[config.mk]
export PLATFORM = sky130hd
export DESIGN_NAME = stack_test_ctrl
export DESIGN_NICKNAME = d
export VERILOG_FILES = /design/src/rtl/stack_test_ctrl.sv
export SDC_FILE = /design/constraint.sdc
export NUM_CORES = 1
export LEC_CHECK = 0
export BUFFER_PORTS_ARGS = -buffer_cell sky130_fd_sc_hd__buf_2
export CAP_MARGIN = 20
export CORE_UTILIZATION = 30
export CTS_BUF_LIST = sky130_fd_sc_hd__clkbuf_4 sky130_fd_sc_hd__clkbuf_8
export CTS_CLUSTER_SIZE = 12
export DETAILED_ROUTE_END_ITERATION = 8
export HOLD_SLACK_MARGIN = 0.1
export PLACE_DENSITY = 0.57
export SYNTH_ARGS = -nofsm -noshare
export SYNTH_HDL_FRONTEND = slang
export SYNTH_SLANG_ARGS = --single-unit
[constraint.sdc]
create_clock -name t_clk -period 3.9 [get_ports t_clk]
set_input_delay 0.39 -clock t_clk [delete_from_list [all_inputs] [get_ports t_clk]]
set_output_delay 0.39 -clock t_clk [all_outputs]
set_load 0.02 [all_outputs]
[src/rtl/stack_test_ctrl.sv]
// Sequences a stacked self-test: strap a base layer, wait for every chip's sort, validate IDs, stream records.
// Latency: start to done = 1 (arm) + W (sort wait) + N_CHIP (check) + N_CHIP (readout, rd_ready high) + 1.
// Backpressure: the rd_* record port holds all outputs while rd_ready is low; nothing is skipped or repeated.
//
// Ports: t_clk/rst_n clock and async active-low reset; start/bottom_sel begin a run from IDLE;
// f_layer one-hot strap to the chips; sort_finish/chip_id/power_value_* per-chip inputs (chip i at [i*W +: W]);
// busy/done/timeout_err/id_err/pwr_sum run status; rd_valid/rd_ready/rd_index/rd_chip_id/rd_pwr record stream.
module stack_test_ctrl #(
  parameter int N_CHIP  = 8,
  parameter int ID_W    = 4,
  parameter int PWR_W   = 4,
  parameter int TIMEOUT = 255,
  parameter int SEL_W   = 3
) (
  input  logic                      t_clk,
  input  logic                      rst_n,
  input  logic                      start,
  input  logic [SEL_W-1:0]          bottom_sel,
  output logic [N_CHIP-1:0]         f_layer,
  input  logic [N_CHIP-1:0]         sort_finish,
  input  logic [N_CHIP*ID_W-1:0]    chip_id,
  input  logic [N_CHIP*PWR_W-1:0]   power_value_upper,
  input  logic [N_CHIP*PWR_W-1:0]   power_value_lower,
  output logic                      busy,
  output logic                      done,
  output logic                      timeout_err,
  output logic                      id_err,
  output logic [2*PWR_W+SEL_W-1:0]  pwr_sum,
  output logic                      rd_valid,
  input  logic                      rd_ready,
  output logic [SEL_W-1:0]          rd_index,
  output logic [ID_W-1:0]           rd_chip_id,
  output logic [2*PWR_W-1:0]        rd_pwr
);

  localparam int                SUM_W = 2*PWR_W + SEL_W;
  localparam int                CNT_W = $clog2(TIMEOUT + 1);
  localparam logic [CNT_W-1:0]  TO_VAL = CNT_W'(TIMEOUT);
  localparam logic [SEL_W-1:0]  LAST_IDX = SEL_W'(N_CHIP - 1);

  typedef enum logic [2:0] {
    S_IDLE, S_ARM, S_WAIT_SORT, S_CHECK, S_READOUT, S_DONE
  } state_t;

  state_t               state, state_n;
  logic [CNT_W-1:0]     cnt;
  logic [SEL_W-1:0]     chk_idx;
  logic [N_CHIP-1:0]    seen;
  logic [ID_W-1:0]      snap_id  [N_CHIP];
  logic [2*PWR_W-1:0]   snap_pwr [N_CHIP];

  logic                 start_ok;
  logic                 all_sorted;
  logic [ID_W-1:0]      cur_id;
  logic [2*PWR_W-1:0]   cur_pwr;
  logic                 id_in_range;
  logic                 id_bad;

  assign start_ok    = start && (32'(bottom_sel) < N_CHIP);
  assign all_sorted  = &sort_finish;
  assign cur_id      = chip_id[chk_idx*ID_W +: ID_W];
  assign cur_pwr     = {power_value_upper[chk_idx*PWR_W +: PWR_W],
                        power_value_lower[chk_idx*PWR_W +: PWR_W]};
  assign id_in_range = 32'(cur_id) < N_CHIP;
  // Out-of-range IDs never index the seen-mask; they are flagged on range alone.
  assign id_bad      = !id_in_range || seen[cur_id[SEL_W-1:0]];

  assign busy       = (state != S_IDLE);
  assign done       = (state == S_DONE);
  assign rd_valid   = (state == S_READOUT);
  assign rd_chip_id = snap_id[rd_index];
  assign rd_pwr     = snap_pwr[rd_index];

  always_ff @(posedge t_clk or negedge rst_n) begin
    if (!rst_n) state <= S_IDLE;
    else        state <= state_n;
  end

  always_comb begin
    state_n = state;
    case (state)
      S_IDLE:      if (start_ok) state_n = S_ARM;
      S_ARM:       state_n = S_WAIT_SORT;
      // Finishing is tested first so it wins over a coincident timeout.
      S_WAIT_SORT: if (all_sorted)          state_n = S_CHECK;
                   else if (cnt == TO_VAL)  state_n = S_DONE;
      S_CHECK:     if (chk_idx == LAST_IDX) state_n = S_READOUT;
      S_READOUT:   if (rd_ready && rd_index == LAST_IDX) state_n = S_DONE;
      S_DONE:      state_n = S_IDLE;
      default:     state_n = S_IDLE;
    endcase
  end

  always_ff @(posedge t_clk or negedge rst_n) begin
    if (!rst_n) begin
      f_layer     <= '0;
      cnt         <= '0;
      chk_idx     <= '0;
      rd_index    <= '0;
      seen        <= '0;
      timeout_err <= 1'b0;
      id_err      <= 1'b0;
      pwr_sum     <= '0;
      for (int i = 0; i < N_CHIP; i++) begin
        snap_id[i]  <= '0;
        snap_pwr[i] <= '0;
      end
    end else begin
      case (state)
        S_IDLE: begin
          if (start_ok) begin
            timeout_err <= 1'b0;
            id_err      <= 1'b0;
            pwr_sum     <= '0;
            seen        <= '0;
          end
        end
        S_ARM: begin
          f_layer <= {{(N_CHIP-1){1'b0}}, 1'b1} << bottom_sel;
          cnt     <= '0;
          chk_idx <= '0;
        end
        S_WAIT_SORT: begin
          cnt <= cnt + CNT_W'(1);
          if (all_sorted)          chk_idx <= '0;
          else if (cnt == TO_VAL)  timeout_err <= 1'b1;
        end
        S_CHECK: begin
          snap_id[chk_idx]  <= cur_id;
          snap_pwr[chk_idx] <= cur_pwr;
          pwr_sum           <= pwr_sum + SUM_W'(cur_pwr);
          if (id_bad)      id_err <= 1'b1;
          if (id_in_range) seen[cur_id[SEL_W-1:0]] <= 1'b1;
          chk_idx <= chk_idx + SEL_W'(1);
          if (chk_idx == LAST_IDX) rd_index <= '0;
        end
        S_READOUT: begin
          if (rd_ready) rd_index <= rd_index + SEL_W'(1);
        end
        S_DONE: begin
          // The strap is released as the sequencer returns to IDLE.
          f_layer <= '0;
        end
        default: ;
      endcase
    end
  end

endmodule

; ---- After elaboration in Yosys (flattened, before gate mapping)
; Cells that the tools add are included.
[word_totals]
ram_bits = 0
elab_cells = 121
n_memories = 0
romBits = 0
latch_bits = 0
register_bits = 142
input_bits = 111
[classes]
shift = 4
bitwise = 3
reduce_logical = 21
eq_ne = 18
div = 0
magnitude_cmp = 6
muxes = 40
add_sub_neg = 4
multipliers = 0
[ops]
columns = cell, count
row1 = $shiftx 32x6->4, 3
row2 = $bwmux 64, 1
row3 = $pmux 8 s2, 3
row4 = $mux 8, 5
row5 = $bwmux 32, 1
row6 = $bmux 8 s3, 1
row7 = $demux 8 s3, 1
row8 = $mux 3, 8
row9 = $pmux 11 s2, 1
row10 = $pmux 3 s5, 1
row11 = $ne 2x2->1 const B, 7
row12 = $bmux 4 s3, 1
row13 = $demux 4 s3, 1
row14 = $eq 3x3->1 const B, 4
row15 = $mux 4, 3
row16 = $add 11x8->11, 1
row17 = $mux 11, 1
row18 = $reduce_bool 2->1, 5
row19 = $pmux 3 s3, 1
row20 = $reduce_and 3->1, 3
row21 = $add 8x1->8 const B, 1
row22 = $eq 8x8->1 const B, 1
row23 = $ge 4x4->1 const B, 2
row24 = $not 3->4, 2
row25 = other kinds (24), 38

; ---- Logic depth before layout (Yosys ltp)
; Gate-level depths: netlist (run 1).
[logic_depth]
word_depth = 8
mapped_depth = 15
mapped_depth_nobuf = 13

; ---- Worst setup path after synthesis (run 1)
; OpenSTA, ideal clock, no wires.
[synth_path]
path_kind = register -> register
startpoint = register chk_idx[0]
endpoint = register pwr_sum[10]
path_stages_with_launch = 16
arrival_ns = 3.302
synth_period_minus_slack_ns = 3.381
n_path_buf = 2
setup_time_ns = 0.079
setup_slack_ns = 0.519
t_required_ns = 3.821
cell_sequence = dfrtp_1 buf_2 buf_2 mux4_2 mux2i_1 inv_1 ha_1 inv_1 fa_1 nor2b_1 o21ai_0 a21oi_1 o21ai_0 a211oi_1 o2111ai_1 mux2i_1
[synth_between]
elab_chain_len = 3
word_cells_on_any_way = 4
cone_classes = add/sub (1) / shift (2) / mux (1)
[synth_lines]
columns = element, line
row1 = "start, declared", 47  ; logic [SEL_W-1:0] chk_idx;
row2 = "start signal, assigned", 134  ; chk_idx <= chk_idx + SEL_W'(1);
row3 = $shiftx 32x6->4, 63  ; power_value_lower[chk_idx*PWR_W +: PWR_W]};
row4 = named net cur_pwr[0], 55  ; logic [2*PWR_W-1:0] cur_pwr;
row5 = $add 11x8->11, 131  ; pwr_sum <= pwr_sum + SUM_W'(cur_pwr);
row6 = $pmux 11 s2, 109  ; case (state)
row7 = "end signal, assigned", 131
row8 = "end, declared", 28  ; output logic [2*PWR_W+SEL_W-1:0] pwr_sum,
; The timed path passes the listed nets, and every way through them passes these cells.
; A chain may end at the register's enable or synchronous reset.

; ---- Worst setup path after layout (run 1)
; Same ends and word-level chain as after synthesis.

==> results of run 1 <==
## layout make-up
cell class	count	share of cell area, %
Antenna cell	1	0.0279
Clock buffer	18	2.77
Clock inverter	14	1.75
Inverter	19	0.796
Multi-Input combinational cell	474	39.7
Sequential cell	142	39.7
Tap cell	324	4.53
Timing Repair Buffer	174	10.8
## flip-flops by register name (all words and copies together), names as in the netlist
register / cells
snap_pwr: 64
seen: 8
chk_idx: 3
state: 3
rd_index: 3
pwr_sum: 11
snap_id: 32
timeout_err: 1
f_layer: 8
id_err: 1
cnt: 8
## final timing paths
| kind | slack [ns] | endpoint | start |
|---|---|---|---|
| hold reg to reg | 0.48 | snap_pwr[51] | snap_pwr[51] |
| setup reg to reg | 0.53 | pwr_sum[10] | chk_idx[0] |
| setup / recovery | 0.53 | pwr_sum[10] | chk_idx[0] |
| max in group asynchronous | 2.48 | snap_pwr[54] | rst_n |
| min in group asynchronous | 0.62 | cnt[2] | rst_n |
| hold / removal | 0.24 | f_layer[7] | bottom_sel[0] |
## cell families (layout without fill, tap and decap cells)
family                     count (synthesis)  after routing  share of synthesized area (%)
buffers and inverters                     64            225                           3.70
adders and majority gates                 14             14                           2.48
muxes                                     79             79                           19.9
xor gates and xnor gates                   5              5                          0.594
and+or+nand+nor                          195            195                           11.5
AOI/OAI and AO/OA                        181            181                           13.7
DFF                                      142            142                           48.2
other                                      0              1                              0
## tightest hold or removal path, stage by stage
cell     delay, ns
buf_2         0.10
nand2_1       0.08
o31ai_1       0.07
## placed cells by master (no fill, tap or decap), types with 18 or more instances in the layout
| master | instances |
|---|---|
| nand2_1 | 71 |
| a21oi_1 | 76 |
| buf_4 | 22 |
| mux4_2 | 48 |
| dfrtp_1 | 141 |
| buf_2 | 148 |
| inv_1 | 19 |
| o21ai_0 | 56 |
| nor2_1 | 76 |
| o21ai_1 | 18 |
| clkbuf_8 | 18 |
## power breakdown
group | switching (mW) | internal (mW)
Sequential | 0.373 | 1.92
Combinational | 1.73 | 1.39
Clock | 0.607 | 0.596
Total | 2.71 | 3.91
## what timing repair did
action / CTS / global route
setup buffers: 0 / 0
setup endpoints to repair: 0 / 0
hold endpoints to repair: 97 / 0
hold buffers: 1 / 0
## layer usage
| metal | global-route usage [%] | vias up |
|---|---|---|
| li1 | - | 2758 |
| met5 | 0 | - |
| met4 | 4.85 | 0 |
| met3 | 3.11 | 15 |
| met2 | 25.4 | 155 |
| met1 | 22.5 | 2696 |
==> run summary, run 1 <==
DIE HEIGHT = 159 um
# H-tree levels = 4
Clock root buffer = clkbuf_8
Crit end category = register
Io pins = 150
Top sig layer = met4
Layout Cells excl Fill = 1166
Final hold vios = 0
Crit start category = register
DRC = 0
Vias/cell = 4.82
Routed met3 length = 908 um
Drt first-iter violations = 299
Hpwl dp = 13.6 mm
Post-route cell area = 8960 um^2
Number of library cell types mapped by synthesis = 49
Initial Utilization = 30.4%
Clock Path Buffers = 2
Fillers = 2490
Most numerous cell in the Yosys netlist = dfrtp_1
Clock sink count = 142
Final Util = 36.9%
TritonRoute pass-1 iters = 4
Register bit count reported by yosys = 142
Ys Warns = 0
Cell total after placement = 1132
Outcome = complete, no violations
CP max FO = 15
Overall power = 6.62 mW
WHS = 0.240 ns
Seq/Total Area, Yosys = 48.2%
Syn Inst Count = 680
FF-to-FF path depth = 14
Post-route ant nets = 0
GRT Residual Overflow = 0
First-pass GRT wire length = 31.3 mm
Slew @ Worst Pin = 1.03 ns
Crit-path cells = mux4_2 -> mux2i_1 -> buf_4 -> inv_1 -> ha_1 -> inv_1 -> fa_1 -> nor2b_1 -> o21ai_0 -> a21oi_1 -> o21ai_0 -> a211oi_1 -> o2111ai_1 -> mux2i_1
Post-layout min period = 3.37 ns
CP Data Arrival Time = 3.76 ns
Leakage = 3.92 nW
Pin count of the biggest net entering global routing = 99
Post-place setup slack = 0.523 ns
Area of placed instances = 8540 um^2
Async SR Flop Fraction = 100%
Vias in the first global route = 5707
M1 WL = 9.12 mm
Worst vdd ir = 0.000342 V
Synth Net Count = 805
Top FF cell, synth = dfrtp_1
Rows = 57
Mapped Area = 7370 um^2
Fin crit share = 86.5%
Antenna violations before repair = 0
Total number of vias = 5624
EDFF count, synth = 0
Commonest cells in the netlist = dfrtp_1 (142), a21oi_1 (76), nor2_1 (76)
Multi-input gate area = 3550 um^2
Register area = 3550 um^2
Clk_lat worst skew = 0.45 ns
Setup TNS = 0 ns
Tot GR Track Use = 16.2%
Met2 WL post-DR = 9.31 mm
Max-slew headroom = 31.1%
RSZ-0062 raised after global routing = no
Max Cap Viol = 0
CP Data Required Time = 4.28 ns
Dominant cell type by area after synthesis = dfrtp_1
CTS tree = built
Fin. max-slew vios = 0
Area grow syn2layout = 21.5%
Power Density = 739 nW/um^2
TritonCTS Buffers = 17
Kind of critical path = reg -> reg
Worst hold stages = 3
Worst path max stage delay = 0.64 ns
Drt wl/cell = 16.8 um
PostCTS Resize Cnt = 0
Core area = 24200 um^2
CP top delay family = compound AO/OA/AOI/OAI gates
Fin nets = 953
Crit path buf inv count = 3
Slowest CP cell = dfrtp_2
Reg clk slew, reported paths = 0.09 ns
Port bufs = 149
Die ar. = 25200 um^2
Final WS setup = 0.525 ns
Die Wd = 159 um
Fmax = 296 MHz
Total wire length = 19.5 mm
Final setup fails = 0
Synth top area share = 48.2%
Routability cong. = 0.755
Synth Area per Inst = 10.8 um^2
CP Depth = 14
Layout cells sized above 1 = 33.2%
Main area contributors after synthesis = dfrtp_1 (48%), mux4_2 (15%), a21oi_1 (5.2%), nor2_1 (3.9%), o21ai_0 (3.8%)
Worst min path class = in -> reg
Clock skew = 0.0154 ns
(Power assumes the default switching activity.)
==> run 2: changes to the inputs <==
- CORE_UTILIZATION: 30 -> 55
- PLACE_DENSITY: 0.57 -> 0.8
==> run 2 against run 1 <==
  * Count of clock-buffer cells in the layout up 3
  * Setup slack worse by 0.0077 ns
  * Clock skew shrank 0.0055 ns
  * Worst hold slack better by 0.034 ns
  * Final area down 2.4%
  * Highest routed layer unchanged
  * Routed wire length is 2.9% lower
  * Fmax fell by 0.23%
  * Sequential power rose by 2%
  * Critical endpoint unchanged
  * Non-clock buffer count is 2 lower
  * Sequential cell count is the same
==> run summary, run 2 (synthesis gave the netlist of run 1 again) <==
Final hold vios = 0 (unchanged)
Initial Utilization = 57.5% (+27 points)
Die Wd = 118 um (-26%)
Biggest register = snap_pwr
CP Data Arrival Time = 3.69 ns (-0.07 ns)
Area of placed instances = 8320 um^2 (-2.6%)
Comb pwr share = 46.4% (-0.8 points)
FF-to-FF path depth = 12 (-2)
Fin nets = 951 (-0.21%)
Drt first-iter violations = 593 (+98%)
Antenna violations before repair = 0 (unchanged)
Setup TNS = 0 ns (unchanged)
Core area = 12800 um^2 (-47%)
Clk_lat worst skew = 0.42 ns (-0.03 ns)
Outcome = complete, no violations
Reg-to-Reg Start = chk_idx[0]
Setup slack, reg-to-reg = 0.52 ns (about the same)
DIE HEIGHT = 118 um (-26%)
TritonRoute pass-1 iters = 5 (+1)
Final setup fails = 0 (unchanged)
TritonCTS Buffers = 17 (unchanged)
Number of flip-flops in the largest register = 64 (unchanged)
Commonest cells after routing, fill and taps aside = buf_2 (148), dfrtp_1 (141), nor2_1 (76), a21oi_1 (76), nand2_1 (71)
First-pass GRT wire length = 30.6 mm (-2.3%)
Critical path capture point = pwr_sum[10]
Slew @ Worst Pin = 0.925 ns (-0.106 ns)
GRT Residual Overflow = 0 (unchanged)
Antenna Cells = 0 (-1)
Clock sink count = 142 (unchanged)
Fillers = 953 (-62%)
Power Density = 759 nW/um^2 (+2.7%)
Crit start category = register
PostCTS Resize Cnt = 0 (unchanged)
Post-layout min period = 3.38 ns (+0.00771 ns)
Crit end category = register
Worst hold stages = 3 (unchanged)
Drt wl/cell = 18.8 um (+12%)
Post-route ant nets = 0 (unchanged)
Clock root buffer = clkbuf_8
Biggest regs = snap_pwr: 64 flops, snap_id: 32 flops, pwr_sum: 11 flops
CTS tree = built
Die ar. = 13900 um^2 (-45%)
Tot GR Track Use = 28.8% (+13 points)
Layout cells sized above 1 = 32.9% (-0.24 points)
Io pins = 150 (unchanged)
RSZ-0062 raised after global routing = no
# H-tree levels = 4 (unchanged)
Total wire length = 19.0 mm (-2.9%)
DRC = 0 (unchanged)
Crit. Startpoint = chk_idx[0]
Port bufs = 149 (unchanged)
Overall power = 6.64 mW (+0.32%)
Commonest non-fill, non-tap cell in the layout = buf_2
Worst vdd ir = 0.000421 V (+23%)
Post-route cell area = 8750 um^2 (-2.4%)
Sequential cell fraction of total power = 35.0% (+0.4 points)
Max Cap Viol = 0 (unchanged)
RR Endpoint = pwr_sum[10]
Area grow syn2layout = 18.6%
Hpwl dp = 13.3 mm (-2.1%)
Routability cong. = 0.840 (+11%)
Total number of vias = 6058 (+7.7%)
Vias/cell = 6.00 (+24%)
Max-slew headroom = 38.2% (+7.1 points)
Leakage = 3.92 nW (-0.21%)
Reg clk slew, reported paths = 0.08 ns (about the same)
Rows = 41 (-28%)
Fin crit share = 86.7% (+0.20 points)
Clock skew = 0.00986 ns (-0.00554 ns)
P_int = 3.97 mW (+1.5%)
Switching share of total power = 40.3% (-0.70 points)
Clk pwr share = 18.6% (+0.4 points)
Net Switching = 2.67 mW (-1.4%)
Vias in the first global route = 6206 (+8.7%)
CP Data Required Time = 4.21 ns (-0.07 ns)
Fmax = 296 MHz (-0.23%)
Pin count of the biggest net entering global routing = 95 (-4.0%)
Worst min path class = in -> reg
Clock Path Buffers = 2 (unchanged)
Kind of critical path = reg -> reg
CP max FO = 20 (+5)
Fin. max-slew vios = 0 (unchanged)
[run 2: metal layers]
layer,up-vias,track usage (%),share of wire (%)
met1,2997,36.6,41
met4,0,10.7,1.9
met3,25,5.18,6.5
met5,-,0,0
met2,295,49.2,51
li1,2741,-,-
[run 2: cell type report]
type / count / area (um^2) / share of cell area, %
flip-flops and latches: 142 / 3550 / 40.6
repair buffers: 172 / 927 / 10.6
multi-input cells: 474 / 3560 / 40.7
well taps: 172 / 215 / 2.46
inverters: 19 / 71.3 / 0.815
clock buffers: 21 / 283 / 3.23
clock inverters: 10 / 136 / 1.56
[run 2: through the flow]
step	std cells	hold WS, ns	setup slack, ns	util, %
final	1010	0.273	0.518	68.2
after global routing	1010	0.271	0.277	68.2
after CTS	1010	0.248	0.555	68.2
after detailed placement	978	0.471	0.569	64.9
after global placement	978	0.456	0.740	64.9
after floorplan	680	0.0944	0.519	-
[run 2: worst min path at each step]
stage | start | to | slack [ns]
3_5_place_dp | snap_id[15] | snap_id[15] | 0.47
3_3_place_gp | snap_pwr[45] | snap_pwr[45] | 0.46
6_report | bottom_sel[0] | f_layer[7] | 0.27
2_1_floorplan | rst_n | chk_idx[0] | 0.09
5_1_grt | bottom_sel[1] | f_layer[7] | 0.27
4_1_cts | bottom_sel[0] | f_layer[7] | 0.25
[run 2: worst max-delay path, cell delays in order (launching register included)]
cell and delay, ns:
dfrtp_2 0.53, buf_4 0.40, mux4_2 0.56, mux2i_1 0.16, buf_4 0.19, inv_1 0.06, ha_1 0.31, inv_1 0.06
a21oi_1 0.16, o21ai_0 0.14, a211oi_1 0.32, o2111ai_1 0.17, mux2i_1 0.18
[run 2: timing repair]
| action | 4_1_cts | 5_1_grt |
|---|---|---|
| hold buffers | 1 | 0 |
| hold endpoints to repair | 92 | 0 |
| buffers inserted | 0 | 0 |
[run 2: power by group through the flow]
stage	Combinational (mW)	Clock, mW	Sequential, mW
floorplan	2.25	0	2.25
global placement	2.95	0	2.30
detailed placement	3.07	0	2.34
CTS	3.09	1.25	2.32
global route	3.36	1.31	2.38
finish	3.08	1.23	2.33
